[src/rtl/cache_tag_ctrl_pkg.sv]
// ---------------------------------------------------------------------------
// cache_tag_ctrl_pkg
// Shared constants for the L1 tag-side controller: address field widths,
// associativity, FSM state encoding and a small priority-encode helper.
// No ports (package).
// ---------------------------------------------------------------------------
package cache_tag_ctrl_pkg;

  // Address split: addr[31:12] tag, addr[11:5] set index, addr[4:0] offset.
  localparam int TAG_W = 20;
  localparam int IDX_W = 7;
  localparam int OFF_W = 5;
  localparam int SETS  = 1 << IDX_W;
  localparam int WAYS  = 4;
  localparam int WAY_W = 2;

  // FSM state encoding, kept as plain constants for legacy tool flows.
  localparam int          ST_W      = 3;
  localparam logic [2:0]  ST_IDLE   = 3'd0;
  localparam logic [2:0]  ST_LOOKUP = 3'd1;
  localparam logic [2:0]  ST_RESP   = 3'd2;
  localparam logic [2:0]  ST_REFILL = 3'd3;
  localparam logic [2:0]  ST_FILL   = 3'd4;

  // Index of the lowest set bit; returns 0 when no bit is set, so callers
  // must qualify the result with a reduction-OR of the vector.
  function automatic logic [WAY_W-1:0] lowestWay(input logic [WAYS-1:0] vec);
    logic [WAY_W-1:0] way;
    way = '0;
    for (int w = WAYS - 1; w >= 0; w--) begin
      if (vec[w]) begin
        way = WAY_W'(w);
      end
    end
    return way;
  endfunction

endpackage

[src/rtl/cache_tag_ctrl_plru_tree4.sv]
// ---------------------------------------------------------------------------
// plru_tree4
// Tree pseudo-LRU for one 4-way set (purely combinational).
//   i_bits      : current tree bits {b2, b1, b0} of the set
//   i_accessWay : way being touched (hit or freshly filled)
//   o_victim    : way the tree points at as least recently used
//   o_nextBits  : tree bits after marking i_accessWay most recently used
// ---------------------------------------------------------------------------
module plru_tree4
  import cache_tag_ctrl_pkg::*;
(
  input  logic [2:0]       i_bits,
  input  logic [WAY_W-1:0] i_accessWay,
  output logic [WAY_W-1:0] o_victim,
  output logic [2:0]       o_nextBits
);

  // b0 picks the half, b1/b2 pick the way inside the lower/upper half.
  // Touching a way points every bit on its path away from it.
  always_comb begin
    o_victim   = i_bits[0] ? {1'b1, i_bits[2]} : {1'b0, i_bits[1]};
    o_nextBits = i_bits;
    o_nextBits[0] = ~i_accessWay[1];
    if (!i_accessWay[1]) begin
      o_nextBits[1] = ~i_accessWay[0];
    end else begin
      o_nextBits[2] = ~i_accessWay[0];
    end
  end

endmodule

[src/rtl/cache_tag_ctrl.sv]
// ---------------------------------------------------------------------------
// cache_tag_ctrl
// Tag-side controller of the 4-way, 128-set L1 cache. Takes one lookup at a
// time, reads the four external tag arrays, owns the per-set valid bits and
// PLRU state, reports hit/way or a victim, and writes the new tag into the
// victim way once the data path reports the refill finished.
//
// Ports
//   clk, rst_n              : clock, asynchronous active-low reset
//   i_req_valid/o_req_ready : lookup request handshake (ready only in IDLE)
//   i_req_addr              : byte address, captured on the handshake
//   o_resp_valid/i_resp_ready : lookup result handshake
//   o_resp_hit, o_resp_way  : hit flag, hit way or victim way
//   o_resp_victim_valid/_tag: victim held a valid line / its stored tag
//   i_refill_done           : one-cycle pulse, miss block refilled
//   o_ta_raddr, i_ta_rdata0..3 : shared read index, per-way read data
//   o_ta_waddr, o_ta_wen, o_ta_wdata : tag array write port (one-hot way)
// ---------------------------------------------------------------------------
module cache_tag_ctrl
  import cache_tag_ctrl_pkg::*;
(
  input  logic             clk,
  input  logic             rst_n,
  input  logic             i_req_valid,
  output logic             o_req_ready,
  input  logic [31:0]      i_req_addr,
  output logic             o_resp_valid,
  input  logic             i_resp_ready,
  output logic             o_resp_hit,
  output logic [WAY_W-1:0] o_resp_way,
  output logic             o_resp_victim_valid,
  output logic [TAG_W-1:0] o_resp_victim_tag,
  input  logic             i_refill_done,
  output logic [IDX_W-1:0] o_ta_raddr,
  input  logic [TAG_W-1:0] i_ta_rdata0,
  input  logic [TAG_W-1:0] i_ta_rdata1,
  input  logic [TAG_W-1:0] i_ta_rdata2,
  input  logic [TAG_W-1:0] i_ta_rdata3,
  output logic [IDX_W-1:0] o_ta_waddr,
  output logic [WAYS-1:0]  o_ta_wen,
  output logic [TAG_W-1:0] o_ta_wdata
);

  logic [ST_W-1:0]  r_state;
  logic [ST_W-1:0]  w_nextState;
  logic             r_reqReady;
  logic [TAG_W-1:0] r_reqTag;
  logic [IDX_W-1:0] r_reqIdx;
  logic             r_respHit;
  logic [WAY_W-1:0] r_respWay;
  logic             r_victimValid;
  logic [TAG_W-1:0] r_victimTag;

  logic [WAYS-1:0]  r_valid [SETS];
  logic [2:0]       r_plru  [SETS];

  logic             w_reqFire;
  logic             w_lookupHit;
  logic [TAG_W-1:0] w_rdata [WAYS];
  logic [WAYS-1:0]  w_setValid;
  logic [2:0]       w_setPlru;
  logic [WAYS-1:0]  w_hitVec;
  logic             w_anyHit;
  logic             w_anyInvalid;
  logic [WAY_W-1:0] w_hitWay;
  logic [WAY_W-1:0] w_invalidWay;
  logic [WAY_W-1:0] w_plruVictim;
  logic [WAY_W-1:0] w_victimWay;
  logic [WAY_W-1:0] w_accessWay;
  logic [2:0]       w_nextPlru;
  logic             w_unusedOffset;

  // The block offset plays no part in tag handling.
  assign w_unusedOffset = ^i_req_addr[OFF_W-1:0];

  assign w_rdata[0] = i_ta_rdata0;
  assign w_rdata[1] = i_ta_rdata1;
  assign w_rdata[2] = i_ta_rdata2;
  assign w_rdata[3] = i_ta_rdata3;

  assign w_reqFire  = r_reqReady && i_req_valid;
  assign w_setValid = r_valid[r_reqIdx];
  assign w_setPlru  = r_plru[r_reqIdx];

  // Tag compare against the asynchronously read arrays; lowest way wins if
  // more than one way claims the tag.
  always_comb begin
    w_hitVec = '0;
    for (int w = 0; w < WAYS; w++) begin
      w_hitVec[w] = w_setValid[w] && (w_rdata[w] == r_reqTag);
    end
  end

  assign w_anyHit     = |w_hitVec;
  assign w_hitWay     = lowestWay(w_hitVec);
  assign w_anyInvalid = ~&w_setValid;
  assign w_invalidWay = lowestWay(~w_setValid);
  assign w_victimWay  = w_anyInvalid ? w_invalidWay : w_plruVictim;
  assign w_lookupHit  = (r_state == ST_LOOKUP) && w_anyHit;

  // One tree instance serves both PLRU updates: the hit way during LOOKUP and
  // the registered victim way during FILL.
  assign w_accessWay = (r_state == ST_FILL) ? r_respWay : w_hitWay;

  plru_tree4 u_plru (
    .i_bits      (w_setPlru),
    .i_accessWay (w_accessWay),
    .o_victim    (w_plruVictim),
    .o_nextBits  (w_nextPlru)
  );

  // FSM transitions; a refill_done pulse outside REFILL is simply not looked at.
  always_comb begin
    w_nextState = r_state;
    case (r_state)
      ST_IDLE:   if (w_reqFire)     w_nextState = ST_LOOKUP;
      ST_LOOKUP:                    w_nextState = ST_RESP;
      ST_RESP:   if (i_resp_ready)  w_nextState = r_respHit ? ST_IDLE : ST_REFILL;
      ST_REFILL: if (i_refill_done) w_nextState = ST_FILL;
      ST_FILL:                      w_nextState = ST_IDLE;
      default:                      w_nextState = ST_IDLE;
    endcase
  end

  // State, request capture and the registered lookup result. req_ready is
  // registered so it stays low while reset is held and only rises on the
  // first edge after release.
  always_ff @(posedge clk or negedge rst_n) begin
    if (!rst_n) begin
      r_state       <= ST_IDLE;
      r_reqReady    <= 1'b0;
      r_reqTag      <= '0;
      r_reqIdx      <= '0;
      r_respHit     <= 1'b0;
      r_respWay     <= '0;
      r_victimValid <= 1'b0;
      r_victimTag   <= '0;
    end else begin
      r_state    <= w_nextState;
      r_reqReady <= (w_nextState == ST_IDLE);
      if (w_reqFire) begin
        r_reqTag <= i_req_addr[31 -: TAG_W];
        r_reqIdx <= i_req_addr[OFF_W +: IDX_W];
      end
      if (r_state == ST_LOOKUP) begin
        if (w_anyHit) begin
          r_respHit     <= 1'b1;
          r_respWay     <= w_hitWay;
          r_victimValid <= 1'b0;
          r_victimTag   <= '0;
        end else begin
          r_respHit     <= 1'b0;
          r_respWay     <= w_victimWay;
          r_victimValid <= w_setValid[w_victimWay];
          r_victimTag   <= w_rdata[w_victimWay];
        end
      end
    end
  end

  // Per-set valid bits and PLRU trees. Both are wiped by reset so a lookup
  // after reset can never hit on stale array contents.
  always_ff @(posedge clk or negedge rst_n) begin
    if (!rst_n) begin
      for (int s = 0; s < SETS; s++) begin
        r_valid[s] <= '0;
        r_plru[s]  <= '0;
      end
    end else begin
      if (w_lookupHit || (r_state == ST_FILL)) begin
        r_plru[r_reqIdx] <= w_nextPlru;
      end
      if (r_state == ST_FILL) begin
        r_valid[r_reqIdx][r_respWay] <= 1'b1;
      end
    end
  end

  assign o_req_ready         = r_reqReady;
  assign o_resp_valid        = (r_state == ST_RESP);
  assign o_resp_hit          = r_respHit;
  assign o_resp_way          = r_respWay;
  assign o_resp_victim_valid = r_victimValid;
  assign o_resp_victim_tag   = r_victimTag;

  // Read and write indices both come from the captured request; the write
  // enable is the only thing that gates an actual array update.
  assign o_ta_raddr = r_reqIdx;
  assign o_ta_waddr = r_reqIdx;
  assign o_ta_wdata = r_reqTag;
  assign o_ta_wen   = (r_state == ST_FILL) ? (WAYS'(1) << r_respWay) : '0;

endmodule

[config.mk]
export PLATFORM = sky130hd
export DESIGN_NAME = cache_tag_ctrl
export DESIGN_NICKNAME = d
export VERILOG_FILES = /design/src/rtl/cache_tag_ctrl_pkg.sv /design/src/rtl/cache_tag_ctrl_plru_tree4.sv /design/src/rtl/cache_tag_ctrl.sv
export SDC_FILE = /design/constraint.sdc
export NUM_CORES = 2
export LEC_CHECK = 0
export CAP_MARGIN = 20
export CELL_PAD_IN_SITES_DETAIL_PLACEMENT = 0
export CELL_PAD_IN_SITES_GLOBAL_PLACEMENT = 1
export CORE_ASPECT_RATIO = 1.25
export CORE_UTILIZATION = 30
export DETAILED_ROUTE_END_ITERATION = 8
export GPL_TIMING_DRIVEN = 0
export PLACE_DENSITY = 0.57
export SYNTH_ARGS = -nofsm -noshare
export SYNTH_HDL_FRONTEND = slang
export SYNTH_SLANG_ARGS = --single-unit
[constraint.sdc]
create_clock -name clk -period 9.8 [get_ports clk]
set_clock_uncertainty 0.1 [all_clocks]
set_input_delay 1.96 -clock clk [delete_from_list [all_inputs] [get_ports clk]]
set_output_delay 1.96 -clock clk [all_outputs]
set_load 0.05 [all_outputs]
Word level (Yosys, flattened, before mapping). Cells that the tools add are included.

Register bits after elaboration: 951. Bits of input ports: 117. Logic and storage cells: 339.

Order comparisons: 6. Equality and inequality tests: 8. Shifts and indexed selects: 1. Multiplexer cells: 41. Bitwise gates (word level): 6. Reduce and logical (&&, ||, !) cells: 13.

Operator list (count): $or 512x512->512 (1); $bwmux 384 (1); $eq 20x20->1 (4); $mux 20 (3); $bmux 20 s2 (1); $bmux 4 s7 (1); $demux 4 s7 (1); $mux 2 (13); $bmux 3 s7 (1); $demux 3 s7 (1); $mux 3 (6); $mux 4 (4); $pmux 3 s4 (1); $ge 8x8->1 const B (1); $logic_and 1x1->1 (8); $lt 8x1->1 const B (1); $not 7->8 (1); $eq 3x2->1 const B (2); $logic_not 3->1 (2); $lt 2x3->1 const B (2); $mux 1 (6); $not 4->4 (1); $reduce_and 4->1 (1); $reduce_or 4->1 (1); other kinds (10) (11).

Logic depth before layout (Yosys ltp).
Depth in word-level cells: 15. Mapped depth: 18. Mapped depth without buffers: 10.

Cells and area by module. From an unflattened synthesis, not the netlist that was laid out.

Cells, all modules: 3502. Area, all modules: 46075.4 um^2.

By module, submodules not included: cache_tag_ctrl (instances 1, cells an instance 3495, area each 46031.6 um^2, sequential area each 23797.8 um^2); plru_tree4 (instances 1, cells an instance 7, area each 43.8 um^2, sequential area each 0.0 um^2).

Worst setup path after synthesis. Ideal clock, no wire load.

Kind: input -> register. From: input i_ta_rdata3[17]. To: register r_plru[191] (netlist name). Setup time: 0.121 ns. Data arrival time: 4.056 ns. Required time: 9.579 ns. Setup slack: 5.523 ns. Stages on the path: 12. Buffers on the path: 2. Cells stage by stage: xor2_1 > nor4_1 > nand3_1 > nor3_1 > inv_1 > a31oi_1 > a2111oi_4 > nand2b_1 > a221o_1 > buf_4 > buf_2 > o22a_1.

Word-level cells in the longest chain between the ends: 10. Elaborated cells on any way between the ends: 13.

Ends and longest elaborated chain: start: declaration (line cache_tag_ctrl.sv:38) `input logic [TAG_W-1:0] i_ta_rdata3,`; $eq 20x20->1 * (line cache_tag_ctrl.sv:90) `w_hitVec[w] = w_setValid[w] && (w_rdata[w] == r_reqTag);`; $logic_and 1x1->1 * (line cache_tag_ctrl.sv:90); $mux 2 (4 in a row) (line cache_tag_ctrl_pkg.sv:31) `if (vec[w]) begin`; $mux 2 (line cache_tag_ctrl.sv:103) `assign w_accessWay = (r_state == ST_FILL) ? r_respWay : w_hitWay;`; $not 1->1 (line cache_tag_ctrl_plru_tree4.sv:27) `o_nextBits[2] = ~i_accessWay[0];`; $mux 1 (line cache_tag_ctrl_plru_tree4.sv:24) `if (!i_accessWay[1]) begin`; $bwmux 384 (line cache_tag_ctrl.sv:171) `r_plru[r_reqIdx] <= w_nextPlru;`; end signal: indexed assignment (line cache_tag_ctrl.sv:171); end: declaration (line cache_tag_ctrl.sv:55) `logic [2:0] r_plru [SETS];`.

Every way passes the cells marked *; elsewhere a longest branch is shown, timed or not. A chain may end at the register's enable or synchronous reset.

Worst setup path in the final report.
From: register r_reqIdx[0], in the netlist o_ta_raddr[0]. To: register r_victimTag[13], in the netlist o_resp_victim_tag[13].

Word-level cells in the longest chain between the ends: 15. Elaborated cells on any way between the ends: 25.

Ends and longest elaborated chain: start: declaration (line cache_tag_ctrl.sv:48) `logic [IDX_W-1:0] r_reqIdx;`; start signal: assignment (line cache_tag_ctrl.sv:143) `r_reqIdx <= i_req_addr[OFF_W +: IDX_W];`; $not 7->8 (implied by the code) * (line cache_tag_ctrl.sv:82, cache_tag_ctrl.sv:83); $bmux 4 s7 (line cache_tag_ctrl.sv:82) `assign w_setValid = r_valid[r_reqIdx];`; $mux 4 (implied by the code) (2 in a row) (line cache_tag_ctrl.sv:82); $not 4->4 (line cache_tag_ctrl.sv:97) `assign w_invalidWay = lowestWay(~w_setValid);`; $mux 2 (4 in a row) (line cache_tag_ctrl_pkg.sv:31); $mux 2 (line cache_tag_ctrl.sv:98) `assign w_victimWay = w_anyInvalid ? w_invalidWay : w_plruVictim;`; $not 2->3 (implied by the code) (line cache_tag_ctrl.sv:155) `r_victimTag <= w_rdata[w_victimWay];`; $bmux 20 s2 (line cache_tag_ctrl.sv:155); $mux 20 (implied by the code) (2 in a row) (line cache_tag_ctrl.sv:155); $mux 20 * (line cache_tag_ctrl.sv:146) `if (w_anyHit) begin`; end signal: assignment (line cache_tag_ctrl.sv:155); end: declaration (line cache_tag_ctrl.sv:52) `logic [TAG_W-1:0] r_victimTag;`.

Every way passes the cells marked *; elsewhere a longest branch is shown, timed or not. The select of a mux whose other input is x is not followed.

==> results_dict.tcl <==
set metrics [dict create \
    cap_violations 0 \
    clockBufferDepth 3 \
    setup_slack_ns 1.932 \
    hold_class "reg -> reg" \
    num_vias 36370 \
    cp_top_family "buffers and inverters" \
    synth_fa_ha_area_share_pct 0 \
    finalSetupTns_ns 0 \
    rsz0062_at_grt "false" \
    crit_arrival_ns 8.35 \
    synth-seq-area-share_pct 53.46 \
    rows 157 \
    cts_tree "built" \
    crit_type "reg -> reg" \
    synth-xor-area-share_pct 1.574 \
    yosysTopAreaCell "dfrtp_1" \
    cts_buffers 101 \
    core-area_um2 146900 \
    grt_pass1_wl_um 323300 \
    r2r_cells 15 \
    hpwl_um 175700 \
    post-route-min-period_ns 7.868 \
    timing.fmax_mhz 127.1 \
    syn_area_um2 44520 \
    post_synth.cell_area_avg_um2 11.72 \
    grt_pass1_vias 36590 \
    wl_um 239800 \
    period_share_pct 80.29 \
    drive_gt1_share_pct 17.32 \
    routedWlPerCell_um 39.10 \
    synth-seq-cells 951 \
    grt_max_degree 164 \
    yosys.area_share.simple_pct 5.905 \
    clock_sinks 951 \
    io_buffers 175 \
    htree_levels 3 \
    die_area_um2 149900 \
    path_clk_slew_ns 0.07 \
    synth_cell_types 81 \
    synth_edf_count 0 \
    yosys-top-cells-area "dfrtp_1 (53%), mux2_2 (7.5%), o21bai_1 (6.9%)" \
    startpoint_type "flip-flop" \
    crit_buf_inv 5 \
    netlist_top_cells_count "dfrtp_1 (951), o21bai_1 (407), mux2_2 (298), nand2_1 (264), clkbuf_1 (185)" \
    maxSlewViolCount 0 \
    slew_headroom_pct 6.377 \
    cts_hold_buf 0 \
    ys.flop_type "dfrtp_1" \
    cp_cell_sequence "buf_4 > nor2b_1 > clkbuf_1 > clkbuf_2 > buf_1 > a221oi_1 > o21ai_0 > a21oi_1 > o31ai_1 > and4_1 > mux2_2 > o21ai_4 > buf_6 > mux2i_1 > o221ai_1" \
    drc 0 \
    muxShareOfSynthArea_pct 12.97 \
    worst_path_max_delay_cell "o31ai_1" \
    die_x_um 346.5 \
    grt_usage_pct 31.62 \
    gp_congestion 0.9730 \
    drt-pass1-iter-count 6 \
    min_path_cells 1 \
    clock-root-buffer "clkbuf_16" \
    crit_required_ns 10.28 \
    yosysWarnings 0 \
    clk_latency_ns 0.74 \
    floorplan.initialDensity_pct 30.30 \
    synth_compound_area_share_pct 21.43 \
    power_density_nw_per_um2 302.2 \
    leakage_nw 23.55 \
    fin_hold_ws_ns 0.3511 \
    syn_to_final_growth_pct 19.51 \
    finalSetupViolCount 0 \
    antenna_found_initial 12 \
    yosysMostFrequentCell "dfrtp_1" \
    first_iter_violations 4363 \
    cts_resized 0 \
    async_reset_ff_share_pct 100.0 \
    crit_path_max_fanout 10 \
    synth_top_family_by_area "compound AO/OA/AOI/OAI gates" \
    timing.final.hold_violations 0 \
    drt.antenna.violating_nets 0 \
    status "finished clean" \
    ir_drop_uv 176.7 \
    grt_remaining_overflow 0 \
    die_h_um 432.7 \
    cp_num_cells 15 \
    postCtsSetupBuffers 0 \
    num-fill-cells 14700 \
    via_per_inst 5.929 \
    netlist_instances 3799 \
    end_kind "flip-flop" \
    slowest_delay_ns 0.92 \
    mappedNetlistNets 3916 \
    worstMarginPinSlew_ns 1.404 \
    io_pins 181 \
    yosys.area.top_type_share_pct 53.46 \
    dp_slack_ns 2.281 \
    fin_nets 4251 \
]
## cell usage in the layout, fill, tap and decap left out, drive strengths merged, types with 117 or more instances in the layout
cell | netlist | final
a221oi | 133 | 133
buf | 159 | 217
clkbuf | 185 | 329
clkdlybuf4s50 | 0 | 174
dfrtp | 951 | 951
inv | 114 | 117
mux2 | 343 | 343
mux2i | 146 | 146
nand2 | 264 | 264
o21bai | 407 | 407
## final timing paths
kind	startpoint	end	slack, ns
max	o_ta_raddr[0]	o_resp_victim_tag[13]	1.93
min	r_valid[3]	r_valid[3]	0.35
min in group asynchronous	rst_n	r_plru[57]	1.03
min reg2reg	r_valid[3]	r_valid[3]	0.35
max reg2reg	o_ta_raddr[0]	o_resp_victim_tag[13]	1.93
max in group asynchronous	rst_n	r_valid[374]	6.60
## power by group
group | leakage [nW] | total [mW] | internal [mW] | switching (mW)
logic | 8.91 | 7.45 | 1.91 | 5.54
registers | 12.9 | 4.37 | 4.17 | 0.197
clock network | 1.75 | 4.26 | 2.45 | 1.81
## registers in the layout (all words and copies together) (netlist names)
name,flops
r_plru,384
r_valid,512
o_resp_hit,1
o_ta_wdata,20
r_state,3
o_ta_raddr,7
o_resp_victim_valid,1
o_req_ready,1
o_resp_victim_tag,20
o_resp_way,2
## cell families (layout without fill, tap and decap cells)
| family | count (synthesis) | count (layout) |
|---|---|---|
| compound gates | 1223 | 1223 |
| xor+xnor | 80 | 80 |
| buf+inv | 460 | 881 |
| flops | 951 | 951 |
| mux | 509 | 509 |
| other cells | 0 | 6 |
| simple gates | 576 | 576 |
## layout make-up
type                            instances  area [um2]  share of cell area [%]
Multi-Input combinational cell       2388       18660                   35.08
Tap cell                             1908        2387                   4.487
Clock buffer                          144        2994                   5.628
Timing Repair Buffer                  232        2679                   5.035
Antenna cell                            6       15.01                 0.02822
Sequential cell                       951       23800                   44.73
Clock inverter                         45       579.3                   1.089
Inverter                              116       435.4                  0.8184
Buffer                                344        1649                   3.100
## metal layers
| layer | track usage, % | part of all wire (%) | wire length (um) |
|---|---|---|---|
| met5 | 0 | 0.019 | 46 |
| met4 | 26.37 | 9.6 | 23140 |
| met3 | 5.319 | 7.1 | 17010 |
| met2 | 51.93 | 47 | 111900 |
| met1 | 36.12 | 37 | 87710 |
## through the flow
step	cells	total power [mW]	util [%]	cell area, um2
3_3_place_gp	5882	11.42	33.11	48650
6_report	6134	16.08	36.21	53200
2_1_floorplan	3799	7.663	-	44520
4_1_cts	6123	15.84	36.16	53130
3_5_place_dp	5934	11.62	33.72	49550
5_1_grt	6128	16.18	36.20	53190
(Power assumes the default switching activity.)
